## config.mk

```make
export PLATFORM = sky130hd
export DESIGN_NAME = miniscope_rd_ctrl
export DESIGN_NICKNAME = d
export VERILOG_FILES = /design/src/rtl/miniscope_rd_ctrl.sv
export SDC_FILE = /design/constraint.sdc
export NUM_CORES = 1
export LEC_CHECK = 0
export CAP_MARGIN = 10
export CORE_MARGIN = 10
export CORE_UTILIZATION = 48
export CTS_CLUSTER_DIAMETER = 100
export DETAILED_ROUTE_END_ITERATION = 16
export PLACE_DENSITY = 0.8
export SLEW_MARGIN = 40
export SYNTH_ARGS = -nofsm -noshare
export SYNTH_HDL_FRONTEND = slang
export SYNTH_SLANG_ARGS = --single-unit
```

## constraint.sdc

```tcl
create_clock -name clock -period 2.3 [get_ports clock]
set_clock_uncertainty 0.05 [all_clocks]
set_input_delay 0.46 -clock clock [delete_from_list [all_inputs] [get_ports clock]]
set_output_delay 0.46 -clock clock [all_outputs]
set_load 0.01 [all_outputs]
```

## src/rtl/miniscope_rd_ctrl.sv

```systemverilog
// miniscope_rd_ctrl
//   Sequencer for the miniscope dual-port FIFO RAM (2^RAM_ADRB words of
//   2*RAM_WIDTH data bits plus one parity bit per byte lane).
//   The write side keeps a free-running circular write pointer. The read side
//   turns a readout request into a look-back burst of read addresses. It then
//   re-times the RAM output into a valid-qualified word stream and collects
//   the parity errors seen during the burst.
//
// Ports
//   clock            TMB 40 MHz main clock
//   reset            synchronous, active-high reset
//   mini_run         write miniscope data every bx
//   mini_rd_start    1-cycle readout request
//   mini_tbins       number of words to read for this request
//   mini_offset      look-back distance from the current write address
//   fifo_wen         RAM write enable
//   fifo_wadr_mini   RAM write address
//   fifo_radr_mini   RAM read address
//   fifo_rdata_mini  RAM read data (RAM registers its output once)
//   parity_err_mini  per-lane parity error, aligned with fifo_rdata_mini
//   mini_rd_data     readout word
//   mini_rd_valid    mini_rd_data is valid this cycle
//   mini_busy        readout in progress
//   mini_done        1-cycle pulse after the last word
//   mini_perr        sticky per-lane parity error of the current/last readout
//   mini_overlap_err sticky: request arrived while a readout was in progress
module miniscope_rd_ctrl #(
  parameter int RAM_ADRB  = 11,
  parameter int RAM_WIDTH = 8,
  parameter int TBIN_BITS = 5
) (
  input  logic                   clock,
  input  logic                   reset,
  input  logic                   mini_run,
  input  logic                   mini_rd_start,
  input  logic [TBIN_BITS-1:0]   mini_tbins,
  input  logic [RAM_ADRB-1:0]    mini_offset,
  output logic                   fifo_wen,
  output logic [RAM_ADRB-1:0]    fifo_wadr_mini,
  output logic [RAM_ADRB-1:0]    fifo_radr_mini,
  input  logic [2*RAM_WIDTH-1:0] fifo_rdata_mini,
  input  logic [1:0]             parity_err_mini,
  output logic [2*RAM_WIDTH-1:0] mini_rd_data,
  output logic                   mini_rd_valid,
  output logic                   mini_busy,
  output logic                   mini_done,
  output logic [1:0]             mini_perr,
  output logic                   mini_overlap_err
);

  typedef enum logic [1:0] {IDLE, READ, FLUSH, DONE} state_t;

  localparam logic [TBIN_BITS-1:0] TB_ONE  = TBIN_BITS'(1);
  localparam logic [RAM_ADRB-1:0]  ADR_ONE = RAM_ADRB'(1);

  state_t               state, state_nxt;
  logic [TBIN_BITS-1:0] tbins_q;
  logic [TBIN_BITS-1:0] rd_cnt;
  logic                 flush_cnt;
  logic                 accept;
  logic                 last_adr;
  logic                 vld_p1;

  // Look-back start address; modulo arithmetic gives the wrap below zero.
  function automatic logic [RAM_ADRB-1:0] lookback(
    input logic [RAM_ADRB-1:0] wadr,
    input logic [RAM_ADRB-1:0] offset
  );
    return wadr - offset;
  endfunction

  assign accept   = (state == IDLE) && mini_rd_start && (mini_tbins != '0);
  assign last_adr = (rd_cnt == (tbins_q - TB_ONE));

  always_ff @(posedge clock) begin
    if (reset) state <= IDLE;
    else       state <= state_nxt;
  end

  always_comb begin
    state_nxt = state;
    mini_busy = 1'b0;
    mini_done = 1'b0;
    case (state)
      IDLE: begin
        if (mini_rd_start) state_nxt = (mini_tbins == '0) ? DONE : READ;
      end
      READ: begin
        mini_busy = 1'b1;
        if (last_adr) state_nxt = FLUSH;
      end
      FLUSH: begin
        mini_busy = 1'b1;
        if (flush_cnt) state_nxt = DONE;
      end
      DONE: begin
        mini_done = 1'b1;
        state_nxt = IDLE;
      end
      default: state_nxt = IDLE;
    endcase
  end

  // Write side: independent of the readout FSM.
  always_ff @(posedge clock) begin
    if (reset) begin
      fifo_wen       <= 1'b0;
      fifo_wadr_mini <= '0;
    end else begin
      fifo_wen <= mini_run;
      if (fifo_wen) fifo_wadr_mini <= fifo_wadr_mini + ADR_ONE;
    end
  end

  // Stage p0: read address issue; the read address holds when not reading.
  always_ff @(posedge clock) begin
    if (reset) begin
      fifo_radr_mini   <= '0;
      tbins_q          <= '0;
      rd_cnt           <= '0;
      flush_cnt        <= 1'b0;
      mini_overlap_err <= 1'b0;
    end else begin
      if (accept) begin
        tbins_q        <= mini_tbins;
        rd_cnt         <= '0;
        fifo_radr_mini <= lookback(fifo_wadr_mini, mini_offset);
      end else if ((state == READ) && !last_adr) begin
        rd_cnt         <= rd_cnt + TB_ONE;
        fifo_radr_mini <= fifo_radr_mini + ADR_ONE;
      end
      flush_cnt <= (state == FLUSH) ? ~flush_cnt : 1'b0;
      if (mini_rd_start && (state != IDLE)) mini_overlap_err <= 1'b1;
    end
  end

  // Stage p1: RAM output register holds the word addressed one cycle ago.
  always_ff @(posedge clock) begin
    if (reset) begin
      vld_p1        <= 1'b0;
      mini_rd_valid <= 1'b0;
      mini_perr     <= 2'b00;
    end else begin
      vld_p1        <= (state == READ);
      mini_rd_valid <= vld_p1;
      if (accept)      mini_perr <= 2'b00;
      else if (vld_p1) mini_perr <= mini_perr | parity_err_mini;
    end
  end

  // Stage p2: output word register, loaded only when a word arrives.
  always_ff @(posedge clock) begin
    if (reset)       mini_rd_data <= '0;
    else if (vld_p1) mini_rd_data <= fifo_rdata_mini;
  end

endmodule

```

; ---- Word level (Yosys, flattened, before mapping)
; Cells that the tools add are included.
[word_totals]
reg_bits = 57
word_cells = 50
[classes]
eq_ne = 7
n_reduce_logical = 14
add_sub_neg = 5
bitwise_logic = 3
mux = 9
[ops]
columns = op, count
row1 = "11-bit by 1-bit adder with 11-bit output, second input constant", 2
row2 = 11-bit two-way mux, 2
row3 = 11-bit subtractor, 1
row4 = 2-bit two-way mux, 4
row5 = 2-bit case mux with 4 select lines, 1
row6 = "2-bit != test, second input constant", 3
row7 = 2-bit OR reduction, 3
row8 = "5-bit by 1-bit adder with 5-bit output, second input constant", 1
row9 = 5-bit == test, 1
row10 = 5-bit logical NOT, 1
row11 = 5-bit nonzero test, 1
row12 = "5-bit by 1-bit subtractor with 5-bit output, second input constant", 1
row13 = "2-bit == test, second input constant", 2
row14 = 1-bit logical AND, 4
row15 = 2-bit nonzero test, 2
row16 = 3-bit AND reduction, 1
row17 = "2-bit by 1-bit == test with 1-bit output, second input constant", 1
row18 = 2-bit logical NOT, 1
row19 = 1-bit two-way mux, 2
row20 = 1-bit inverter, 2
row21 = 2-bit bitwise OR, 1
row22 = 1-bit logical NOT, 1

; ---- Logic depth before layout (Yosys ltp)
[logic_depth]
ltp_word = 6
mapped_depth = 9

; ---- Least setup slack after synthesis
; Ideal clock, no wire load.
[synth_path]
path_kind = reg2reg
startpoint = register fifo_wadr_mini[0]
endpoint = register fifo_radr_mini[10]
path_stages_with_launch = 10
slack_ns = 0.243
setup_time_ns = 0.132
period_less_slack_ns = 2.057
n_path_buf = 0
arrival_time_ns = 1.875
cell_sequence = dfxtp_1 > inv_1 > ha_1 > fa_1 > nor2b_1 > nor3_1 > o21a_1 > o221ai_1 > xnor2_1 > a21oi_1
[synth_between]
elab_chain_len = 2
[synth_lines]
columns = element, line_no
row1 = from (decl), 39  ; output logic [RAM_ADRB-1:0] fifo_wadr_mini,
row2 = from (signal assigned), 111  ; if (fifo_wen) fifo_wadr_mini <= fifo_wadr_mini + ADR_ONE;
row3 = 11-bit subtractor, 69  ; return wadr - offset;
row4 = 11-bit two-way mux, 124  ; if (accept) begin
row5 = to (signal assigned), 127  ; fifo_radr_mini <= lookback(fifo_wadr_mini, mini_offset);
row6 = to (signal assigned), 130  ; fifo_radr_mini <= fifo_radr_mini + ADR_ONE;
row7 = to (decl), 40  ; output logic [RAM_ADRB-1:0] fifo_radr_mini,
; No other way between the ends.
; A chain may end at the register's enable or synchronous reset.

; ---- Final worst setup path
[layout_path]
startpoint = register state[0]
endpoint = output mini_busy
[layout_between]
elab_chain_len = 3
[layout_lines]
columns = element, line_no
row1 = from (decl), 56  ; state_t state, state_nxt;
row2 = from (signal assigned), 77  ; else state <= state_nxt;
row3 = 2-bit by 1-bit == test with 1-bit output or 2-bit == test (tied branches), 84  ; case (state)
row4 = 2-bit OR reduction (no source line) (*), n/a
row5 = 1-bit two-way mux (*), 84
row6 = to (decl), 45  ; output logic mini_busy,
; Every way passes the cells marked *; elsewhere a longest branch is shown, timed or not.

==> results.tsv <==
metric	value	unit
drt wl/cell	15.03	um
Tot GR Track Use	0.1616	
period utilization	0.9530	
antenna violations before repair	0	
Final Hold Fails	0	
CP Max Fanout	4	
Post-route DRC	0	
commonest non-fill, non-tap cell in the layout	clkdlybuf4s50_1	
TritonCTS clock tree	built	
final hold slack	419.0	ps
total power	3.507	mW
DP Worst Slack	-229.0	ps
Max IR drop VDD	0.5374	mV
clk buf depth	2	
Num Clock Sinks	57	
CP Capture Type	output port	
largest net degree at the start of global routing	31	
vias in the first global route	2765	
clock slew at reported path FFs	70	ps
final worst slack	108.1	ps
Warnings, synthesis	0	
Post-synth EDFFs	0	
first-pass GRT wire length	13150	um
fraction of layout cells with a size suffix above 1	0.1074	
post-synthesis sequential area ratio	0.3802	
Yosys reg bits	57	
Layout area overhead	41.52	%
Worst Hold Class	reg2reg	
critical path startpoint category	register	
commonest cells after routing, fill and taps aside	82 x clkdlybuf4s50_1, 57 x dfxtp_1, 48 x nor2_1	
dominant cells by area after synthesis	dfxtp_1 38%, ha_1 7.5%, mux2i_1 7.0%	
fmax	0.4562	GHz
leak pwr	1.735	nW
RR Startpoint	tbins_q[0]	
Rows	28	
syn avg cell area	8.828	um^2
crit path kind	reg2out	
Hold Crit Depth	2	
setup violators final	0	
fin util	0.7091	
Layout Nets	499	
htree depth	3	
chip width	99.08	um
Clk Latency, worst-skew pair	330	ps
Synth Instances	340	
endpoint of the worst register-to-register path	state[0]	
max-cap violation count	0	
die area	9817	um^2
Worst Path Required	1790	ps
core area	5991	um^2
Initial DRC Count	102	
via/cell ratio	5.159	
Num CTS Buffers	9	
Worst Hold End	tbins_q[4]	
clk root buf	clkbuf_8	
crit path time final	2192	ps
# hold bufs at CTS	0	
Max Slew Vio Count	0	
Worst Tran Pin Value	602.3	ps
die height	99.08	um
ys flop type	dfxtp_1	
Port Buffers	82	
fraction of synthesized cell area taken by the top area cell type	0.3802	
status	completed	
# IOs	83	
Netlist cell types	45	
async set-reset flop share out of synthesis	0	
Arr. time, crit path	1680	ps
Hold Crit Start	tbins_q[4]	
gpl congestion	0.8097	
vias	2693	
area leader, netlist	dfxtp_1	
Post-Synthesis Cell Area	3002	um^2
unrepaired setup endpoints after global routing	false	
Routed Antenna Nets	0	
Starting Density	0.5010	
drt total wl	7845	um
Inserted Diodes	0	
HPWL after detailed placement	6067	um
Slew HR	0.5975	
Mapped Nets	397	
Reg2Reg Setup Slack	150	ps
R2R cell count	9	
total grt overflow	0	
1st-pass router iterations	5	
Pwr Density	825.6	nW/um^2
cell families (layout without fill, tap and decap cells):
family                   count (synthesis)  count (layout)  synth area share
AO/OA/AOI/OAI                           54              54            0.1267
XOR/XNOR                                33              33           0.09629
adder cells (fa/ha/maj)                 19              19           0.08170
buffers and inverters                   34             141           0.04919
flip-flops                              57              57            0.3802
multiplexers                            21              21           0.07003
AND/OR/NAND/NOR                        122             122            0.1959
critical path: stages (launching register included):
cell             delay (ps)
dfxtp_1                 400
inv_1                    90
ha_1                    310
clkdlybuf4s50_1         560
worst max-delay path by stage:
stage                            from            endpoint  depth (start not counted)
floorplan           fifo_wadr_mini[0]  fifo_radr_mini[10]                          9
global placement       mini_offset[0]  fifo_radr_mini[10]                          9
detailed placement     mini_offset[2]   fifo_radr_mini[7]                          9
CTS                          state[0]           mini_busy                          3
global route               tbins_q[0]            state[0]                          9
finish                       state[0]           mini_busy                          3
layout make-up:
| cell class | count | area [um^2] |
|---|---|---|
| clock buffer | 10 | 127.6 |
| clock inverter | 6 | 82.58 |
| fill | 474 | 1743 |
| inverter | 19 | 71.32 |
| multi-input combinational | 249 | 1730 |
| sequential | 57 | 1141 |
| tap | 75 | 93.84 |
| timing repair buffer | 106 | 1001 |
registers in the layout, summed over array words and instances (netlist names):
register and cells:
fifo_radr_mini 11, fifo_wen 1, mini_rd_data 16, fifo_wadr_mini 11, mini_rd_valid 1, state 2
mini_overlap_err 1, tbins_q 5, flush_cnt 1, mini_perr 2, rd_cnt 5, vld_p1 1
report_power, final:
group / switching (mW) / total, mW / leakage [nW] / internal [mW]
clock: 0.400 / 1.00 / 0.106 / 0.604
combinational: 0.586 / 1.23 / 1.16 / 0.643
sequential: 0.137 / 1.27 / 0.465 / 1.14
synthesized netlist by cell type, drive strengths merged (3+ instances only):
master	number
xnor2	14
ha	18
and3	8
dfxtp	57
nor3	4
buf	10
o21a	3
a211oi	8
o21ai	7
clkbuf	5
inv	19
xor2	19
a21oi	22
nand2	20
mux2i	21
nand4	6
nand3	17
nand2b	3
nor2b	5
nor2	48
per-stage QoR:
stage,TNS (ps),instances,area (um^2)
after floorplan,0,340,3002
after CTS,0,522,4230
final,0,522,4248
after global placement,-820.7,506,4020
after global routing,0,522,4248
after detailed placement,-1361,506,4020
routing by layer:
| metal | global-route usage | part of all wire | vias up |
|---|---|---|---|
| met5 | 0 | 0 | - |
| li1 | - | - | 1368 |
| met1 | 0.1906 | 0.44 | 1246 |
| met4 | 0.08049 | 0.019 | 0 |
| met3 | 0.04609 | 0.056 | 11 |
| met2 | 0.2615 | 0.49 | 68 |
what timing repair did:
action                     in CTS  in global routing
setup buffers                   0                  0
resized for setup               0                  3
setup endpoints to repair       0                  2
Power figures use the tool's default switching activity.
